$ cat src/rtl/uart_tx_fifo.sv
// uart_tx_fifo: byte-wide transmit FIFO feeding an 8N1 serial transmitter (LSB first).
// A store-path write strobe pushes bytes into the FIFO. The transmitter pops the
// head whenever it is idle, or at the end of a stop bit, so queued frames go out
// back-to-back with no idle gap between them.
// Ports:
//   clk, rst           clock; asynchronous active-high reset
//   wr_en, wr_data     single-cycle write strobe and the byte to queue
//   clr_ovf            clears the sticky overflow flag (a dropped write on the same edge wins)
//   tx                 serial line, idles high, driven from a flop
//   busy               high while a start, data or stop bit is on the line
//   full, empty, count registered FIFO occupancy status
//   overflow           sticky flag, set when a write arrives while the FIFO is full
module uart_tx_fifo #(
  parameter int unsigned clks_per_bit = 868,
  parameter int unsigned fifo_depth   = 8
) (
  input  logic                               clk,
  input  logic                               rst,
  input  logic                               wr_en,
  input  logic [7:0]                         wr_data,
  input  logic                               clr_ovf,
  output logic                               tx,
  output logic                               busy,
  output logic                               full,
  output logic                               empty,
  output logic [$clog2(fifo_depth+1)-1:0]    count,
  output logic                               overflow
);

  localparam int unsigned cnt_w  = $clog2(fifo_depth + 1);
  localparam int unsigned ptr_w  = $clog2(fifo_depth);
  localparam int unsigned baud_w = $clog2(clks_per_bit);

  typedef enum logic [1:0] {IDLE, START, DATA, STOP} state_t;

  state_t              state_q, state_d;
  logic [baud_w-1:0]   baud_q, baud_d;
  logic [2:0]          bit_q, bit_d;
  logic [7:0]          sh_q, sh_d;
  logic                tx_d, busy_d;

  logic [7:0]          mem [fifo_depth];
  logic [ptr_w-1:0]    rd_ptr, wr_ptr;
  logic [cnt_w-1:0]    count_d;
  logic                overflow_d;

  logic                pop_c;
  logic                push_c;
  logic                bit_end_c;
  logic [7:0]          head_c;

  // full is the pre-edge value, so a pop on the same edge never rescues a write
  assign push_c    = wr_en & ~full;
  assign bit_end_c = (baud_q == baud_w'(clks_per_bit - 1));
  assign head_c    = mem[rd_ptr];

  // Transmitter next-state and line outputs
  always_comb begin
    state_d = state_q;
    baud_d  = baud_q;
    bit_d   = bit_q;
    sh_d    = sh_q;
    tx_d    = tx;
    busy_d  = busy;
    pop_c   = 1'b0;
    case (state_q)
      IDLE: begin
        tx_d   = 1'b1;
        busy_d = 1'b0;
        baud_d = '0;
        if (!empty) begin
          pop_c   = 1'b1;
          sh_d    = head_c;
          tx_d    = 1'b0;
          busy_d  = 1'b1;
          state_d = START;
        end
      end
      START: begin
        if (bit_end_c) begin
          baud_d  = '0;
          bit_d   = 3'd0;
          tx_d    = sh_q[0];
          state_d = DATA;
        end else begin
          baud_d = baud_q + baud_w'(1);
        end
      end
      DATA: begin
        if (bit_end_c) begin
          baud_d = '0;
          if (bit_q == 3'd7) begin
            tx_d    = 1'b1;
            state_d = STOP;
          end else begin
            // sh[1] becomes the new LSB after the shift
            sh_d  = sh_q >> 1;
            tx_d  = sh_q[1];
            bit_d = bit_q + 3'd1;
          end
        end else begin
          baud_d = baud_q + baud_w'(1);
        end
      end
      STOP: begin
        if (bit_end_c) begin
          baud_d = '0;
          if (!empty) begin
            pop_c   = 1'b1;
            sh_d    = head_c;
            tx_d    = 1'b0;
            state_d = START;
          end else begin
            tx_d    = 1'b1;
            busy_d  = 1'b0;
            state_d = IDLE;
          end
        end else begin
          baud_d = baud_q + baud_w'(1);
        end
      end
      default: begin
        tx_d    = 1'b1;
        busy_d  = 1'b0;
        baud_d  = '0;
        state_d = IDLE;
      end
    endcase
  end

  // FIFO occupancy and sticky overflow next values
  always_comb begin
    count_d = count;
    case ({push_c, pop_c})
      2'b10:   count_d = count + cnt_w'(1);
      2'b01:   count_d = count - cnt_w'(1);
      default: count_d = count;
    endcase
    overflow_d = overflow;
    if (wr_en && full) begin
      overflow_d = 1'b1;
    end else if (clr_ovf) begin
      overflow_d = 1'b0;
    end
  end

  // State, pointers and registered status
  always_ff @(posedge clk or posedge rst) begin
    if (rst) begin
      state_q  <= IDLE;
      baud_q   <= '0;
      bit_q    <= 3'd0;
      sh_q     <= 8'd0;
      tx       <= 1'b1;
      busy     <= 1'b0;
      rd_ptr   <= '0;
      wr_ptr   <= '0;
      count    <= '0;
      full     <= 1'b0;
      empty    <= 1'b1;
      overflow <= 1'b0;
    end else begin
      state_q  <= state_d;
      baud_q   <= baud_d;
      bit_q    <= bit_d;
      sh_q     <= sh_d;
      tx       <= tx_d;
      busy     <= busy_d;
      count    <= count_d;
      full     <= (count_d == cnt_w'(fifo_depth));
      empty    <= (count_d == '0);
      overflow <= overflow_d;
      // power-of-two depth: pointers wrap by natural overflow
      if (push_c) wr_ptr <= wr_ptr + ptr_w'(1);
      if (pop_c)  rd_ptr <= rd_ptr + ptr_w'(1);
    end
  end

  // Storage array; contents need no reset since count gates every read
  always_ff @(posedge clk) begin
    if (push_c) mem[wr_ptr] <= wr_data;
  end

endmodule

$ cat config.mk
export PLATFORM = sky130hd
export DESIGN_NAME = uart_tx_fifo
export DESIGN_NICKNAME = d
export VERILOG_FILES = /design/src/rtl/uart_tx_fifo.sv
export SDC_FILE = /design/constraint.sdc
export NUM_CORES = 1
export LEC_CHECK = 0
export CAP_MARGIN = 10
export CORE_AREA = 8 8 100 102
export CTS_BUF_LIST = sky130_fd_sc_hd__clkbuf_4
export DETAILED_ROUTE_END_ITERATION = 8
export DIE_AREA = 0 0 108 110
export PLACE_DENSITY = 0.72
export RECOVER_POWER = 25
export SYNTH_ARGS = -nofsm -noshare
export SYNTH_HDL_FRONTEND = slang
export SYNTH_SLANG_ARGS = --single-unit
$ cat constraint.sdc
create_clock -name clk -period 5.2 [get_ports clk]
set_clock_uncertainty 0.1 [all_clocks]
set_input_delay 0.52 -clock clk [delete_from_list [all_inputs] [get_ports clk]]
set_output_delay 0.52 -clock clk [all_outputs]
set_load 0.02 [all_outputs]
-- Yosys cells after proc, flatten, opt, wreduce, memory -nomap -nowiden
Memory sizes are Yosys's and may differ from the RTL's.
Cells that the tools add are included.
- add/sub/neg operators: 6
- multipliers: 0
- div/mod/pow operators: 0
- magnitude comparators: 0
- equal/unequal tests: 15
- shifts and indexed selects: 0
- mux-type cells: 35
- bitwise gates (word level): 2
- reduce and logical (&&, ||, !) cells: 13
- operators with widths (cell ; count):
    2-to-1 mux 8 bit ; 4
    case mux 8 bit (3 select lines) ; 1
    case mux 10 bit (2 select lines) ; 1
    2-to-1 mux 1 bit ; 14
    != test 2 bit, second input constant ; 7
    adder 10 x 1 -> 10 bit, second input constant ; 1
    == test 10 bit, second input constant ; 1
    2-to-1 mux 10 bit ; 1
    2-to-1 mux 2 bit ; 5
    adder 3 x 1 -> 3 bit, second input constant ; 3
    2-to-1 mux 3 bit ; 3
    case mux 2 bit (4 select lines) ; 1
    case mux 4 bit (2 select lines) ; 1
    AND reduction 4 bit ; 2
    == test 2 bit, second input constant ; 3
    case mux 3 bit (2 select lines) ; 1
    AND reduction 3 bit ; 2
    nonzero test 2 bit ; 3
    AND reduction 5 bit ; 1
    adder 4 x 1 -> 4 bit, second input constant ; 1
    == test 2 x 1 -> 1 bit, second input constant ; 2
    == test 4 bit, second input constant ; 1
    zero test 4 bit ; 1
    case mux 1 bit (2 select lines) ; 2
    9 further kinds ; 9
- flip-flop bits (word level): 38
- latch bits: 0
- memory bits (writable): 64
- bits in read-only memories: 0
- bits of input ports: 12
- word-level logic and storage cells: 84
- memories: 1
- memories (name ; words ; width ; rd ports ; clocked after Yosys merged registers in ; wr ports ; line ; source):
    mem ; 8 ; 8 ; 1 ; 0 ; 1 ; 42 ; logic [7:0] mem [fifo_depth];

-- Longest topological paths before layout
- word-level depth: 6
- mapped depth: 13
- gate-level depth less buffers: 13

-- Least setup slack after synthesis
Ideal clock, no wire load.
- path kind: flip-flop to flip-flop
- start point: register baud_q[0]
- end point: register empty
- library setup time: 0.067 ns
- data arrival time: 2.414 ns
- required time: 5.033 ns
- setup slack: 2.619 ns
- stages on the path, launching flop included: 14
- path buffers: 0
- clock period less this slack: 2.581 ns
- cell sequence: dfrtp_1 > ha_1 > and4b_4 > and4_2 > o21ai_2 > inv_1 > ha_1 > and4b_1 > a21oi_1 > a31oi_1 > o21ai_2 > xor2_1 > inv_1 > nor2_1
- word-level cells in the longest chain between the ends: 6
- elaborated cells between the ends (all ways): 7
- those cells by class: eq/ne: 3; mux: 3; reduce/logical: 1
- RTL lines (item ; line ; source):
    from (decl) ; 37 ; logic [baud_w-1:0] baud_q, baud_d;
    from (signal assigned) ; 164 ; baud_q <= baud_d;
    == test 10 bit (*) ; 54 ; assign bit_end_c = (baud_q == baud_w'(clks_per_bit - 1));
    2-to-1 mux 1 bit (*) ; 106 ; if (bit_end_c) begin
    case mux 1 bit (2 select lines) (*) ; 66 ; case (state_q)
    == test 2 x 1 -> 1 bit or == test 2 bit (tied branches) ; 134 ; case ({push_c, pop_c})
    case mux 4 bit (2 select lines) (*) ; 134 ;
    named net count_d[3] ; 44 ; logic [cnt_w-1:0] count_d;
    zero test 4 bit (*) ; 171 ; empty <= (count_d == '0);
    to (signal assigned) ; 171 ;
    to (decl) ; 25 ; output logic empty,
Mark *: on every way through the listed nets, which the timed path passes. The rest lies on a longest branch.
A chain may end at the register's enable or synchronous reset.

-- Final worst setup path
Same ends and word-level chain as after synthesis.

==> results.json <==
{
  "status": "finished with violations",
  "violations": "max-capacitance violations, max-slew violations",
  "post-cts-setup-buffer-count": 0,
  "powerDensity_mw_per_mm2": 522,
  "synth_edf_count": 64,
  "cts_resized": 0,
  "area_growth_pct": 9.97,
  "holdPathStages": 1,
  "ctsHtreeMaxLevel": 3,
  "synthCells": 317,
  "intPower_mw": 1.61,
  "core_sq_mm": 0.00847,
  "drc": 0,
  "cts_sinks": 102,
  "die_w_um": 108,
  "dieArea_sq_mm": 0.0119,
  "vias": 2504,
  "die_height_um": 110,
  "synth_nets": 342,
  "min_period_over_period": 0.556,
  "sequentialPowerShare": 0.478,
  "cp_cell_sequence": "ha_1 > and4b_4 > and4_2 > o21ai_2 > inv_1 > ha_1 > and4b_1 > a21oi_1 > o32ai_1 > o21ai_2 > xor2_1 > inv_1 > nor2_1",
  "maxCapViolCount": 1,
  "required_ns": 5.49,
  "post_dp_cell_area_sq_mm": 0.00477,
  "hold_buffers": 0,
  "layoutNonFillerInstCount": 452,
  "critPathCaptureType": "flip-flop",
  "min_to": "baud_q[0]",
  "async_reset_ff_frac": 0.373,
  "hpwl_um": 5080,
  "cts_buffers": 9,
  "slowest_delay_ns": 0.42,
  "synth_area_sq_mm": 0.00448,
  "multi_input_area_sq_mm": 0.00150,
  "critPathKind": "reg2reg",
  "hold_viol": 0,
  "seq_area_frac_synth": 0.642,
  "ios": 21,
  "ys_ff_latch": 102,
  "vias_per_cell": 5.54,
  "cp_data_arrival_time_ns": 3.18,
  "syn_area_per_cell_sq_um": 14.1,
  "startpoint_type": "flip-flop",
  "first_pass_iters": 4,
  "period_minus_slack_ns": 2.89,
  "fillers": 681,
  "layout.nets": 364,
  "clockPowerShare": 0.160,
  "io_buffers": 20,
  "antenna-diode-count": 0,
  "gp_congestion": 0.771,
  "fmax_ghz": 0.346,
  "min_from": "baud_q[0]",
  "slew_headroom": -0.366,
  "hold_path_class": "reg2reg",
  "cts_buffer_depth": 2,
  "switchingPower_mw": 0.964,
  "drtIter0Drc": 141,
  "path_max_fanout": 5,
  "setup_viol": 0,
  "seqCellArea_sq_mm": 0.00288,
  "grt_max_degree": 39,
  "worst_pin_slew_ns": 2.05,
  "grt_pass1_wl_um": 12400,
  "combPwrFrac": 0.361,
  "clk_latency_ns": 0.45,
  "rows": 34,
  "antenna_left": 0,
  "synthFlopType": "edfxtp_1",
  "critPathBufInv": 2,
  "fin_tns_setup_ns": 0,
  "grt_pass1_vias": 2503,
  "sw_frac_of_total": 0.375,
  "rsz0062_at_grt": "false",
  "cpMaxStageDelayCell": "dfrtp_1",
  "worst-r2r-setup-slack_ns": 2.31,
  "drive_gt1_frac": 0.142,
  "path_clk_slew_ns": 0.17,
  "ys_warn_count": 0,
  "ir_drop_mv": 0.234,
  "reg2reg_from": "baud_q[0]",
  "reg2reg_to": "empty",
  "cts_root_buffer": "clkbuf_4",
  "place_inst": 436,
  "track_usage": 0.137,
  "critPathTopFamily": "simple AND/OR/NAND/NOR gates",
  "grt_antenna_before_repair": 0,
  "fin_area_sq_mm": 0.00492,
  "wl_per_cell_um": 16.6,
  "p_leak_nw": 1.87,
  "grt_remaining_overflow": 0,
  "yosysUniqueCellTypes": 48,
  "initial_core_util": 0.529,
  "wirelength_um": 7520,
  "cts_tree": "done",
  "r2r_cells": 13,
  "finalMaxSlewViolations": 39
}
==> metrics by stage <==
step                worst slack, ns  hold slack, ns  total power [mW]   util
finish                         2.31           0.398              2.57  0.582
detailed placement             2.35           0.375              2.19  0.564
global placement               2.41           0.358              2.17  0.564
CTS                            2.31           0.349              2.60  0.582
global route                   2.06           0.420              2.77  0.582
floorplan                      2.62           0.347              1.96      -
==> Yosys cell counts (9+ instances only) <==
library cell	number	share of area
o21ai_0	11	0.012
a21oi_1	14	0.016
inv_1	11	0.0092
ha_1	13	0.036
mux4_2	16	0.080
nor2_1	33	0.028
dfrtp_1	36	0.20
nand2_1	28	0.023
edfxtp_1	64	0.43
mux2i_1	9	0.020
xor2_1	9	0.018
==> worst max path at each step <==
| stage | slack (ns) | endpoint | startpoint | cells past startpoint |
|---|---|---|---|---|
| after floorplan | 2.62 | empty | baud_q[0] | 13 |
| after global placement | 2.41 | empty | wr_en | 11 |
| after detailed placement | 2.35 | empty | baud_q[0] | 13 |
| after CTS | 2.31 | empty | baud_q[0] | 13 |
| after global routing | 2.06 | empty | baud_q[0] | 13 |
| final | 2.31 | empty | baud_q[0] | 13 |
==> per-layer routing <==
metal / up-vias / routed length, um / global-route usage / part of all wire
met5: - / 0 / 0 / 0
met4: 0 / 121 / 0.0565 / 0.016
met3: 11 / 265 / 0.0297 / 0.035
met2: 41 / 3760 / 0.227 / 0.50
met1: 1243 / 3380 / 0.173 / 0.45
li1: 1209 / - / - / -
==> cell families (layout without fill, tap and decap cells) <==
group / after synthesis / count (layout) / share of synthesized area
compound gates: 44 / 44 / 0.0598
xor+xnor: 16 / 16 / 0.0313
fa+ha+maj: 13 / 13 / 0.0363
buf+inv: 23 / 50 / 0.0235
flops: 102 / 102 / 0.642
mux: 28 / 28 / 0.108
simple gates: 91 / 91 / 0.0989
==> final cells by class <==
| cell class | instances | area share |
|---|---|---|
| clock inverters | 7 | 0.0180 |
| repair buffers | 23 | 0.0445 |
| flip-flops and latches | 102 | 0.584 |
| well taps | 108 | 0.0274 |
| inverters | 11 | 0.00838 |
| multi-input cells | 192 | 0.304 |
| clock buffers | 9 | 0.0137 |
==> flip-flops by register name, summed over array words and instances (netlist names) <==
| name | flops |
|---|---|
| empty | 1 |
| state_q | 2 |
| full | 1 |
| mem | 64 |
| count | 4 |
| wr_ptr | 3 |
| overflow | 1 |
| tx | 1 |
| sh_q | 8 |
| busy | 1 |
| baud_q | 10 |
| bit_q | 3 |
| rd_ptr | 3 |
==> power by group through the flow <==
stage | combinational [mW] | clock, mW | sequential [mW]
after floorplan | 0.785 | 0 | 1.17
after global placement | 0.923 | 0 | 1.25
after detailed placement | 0.938 | 0 | 1.25
after CTS | 0.941 | 0.427 | 1.24
after global routing | 1.04 | 0.460 | 1.26
final | 0.930 | 0.412 | 1.23
==> layout by cell type (no fill, tap or decap), types with 9 or more instances in the layout <==
cell             instances
mux2i_1                  9
edfxtp_1                64
nand2_1                 28
inv_1                   11
ha_1                    13
mux4_2                  16
nor2_1                  33
xor2_1                   9
o21ai_0                 11
dfrtp_1                 36
clkbuf_4                 9
a21oi_1                 14
clkdlybuf4s50_1         13
(Power assumes the default switching activity.)
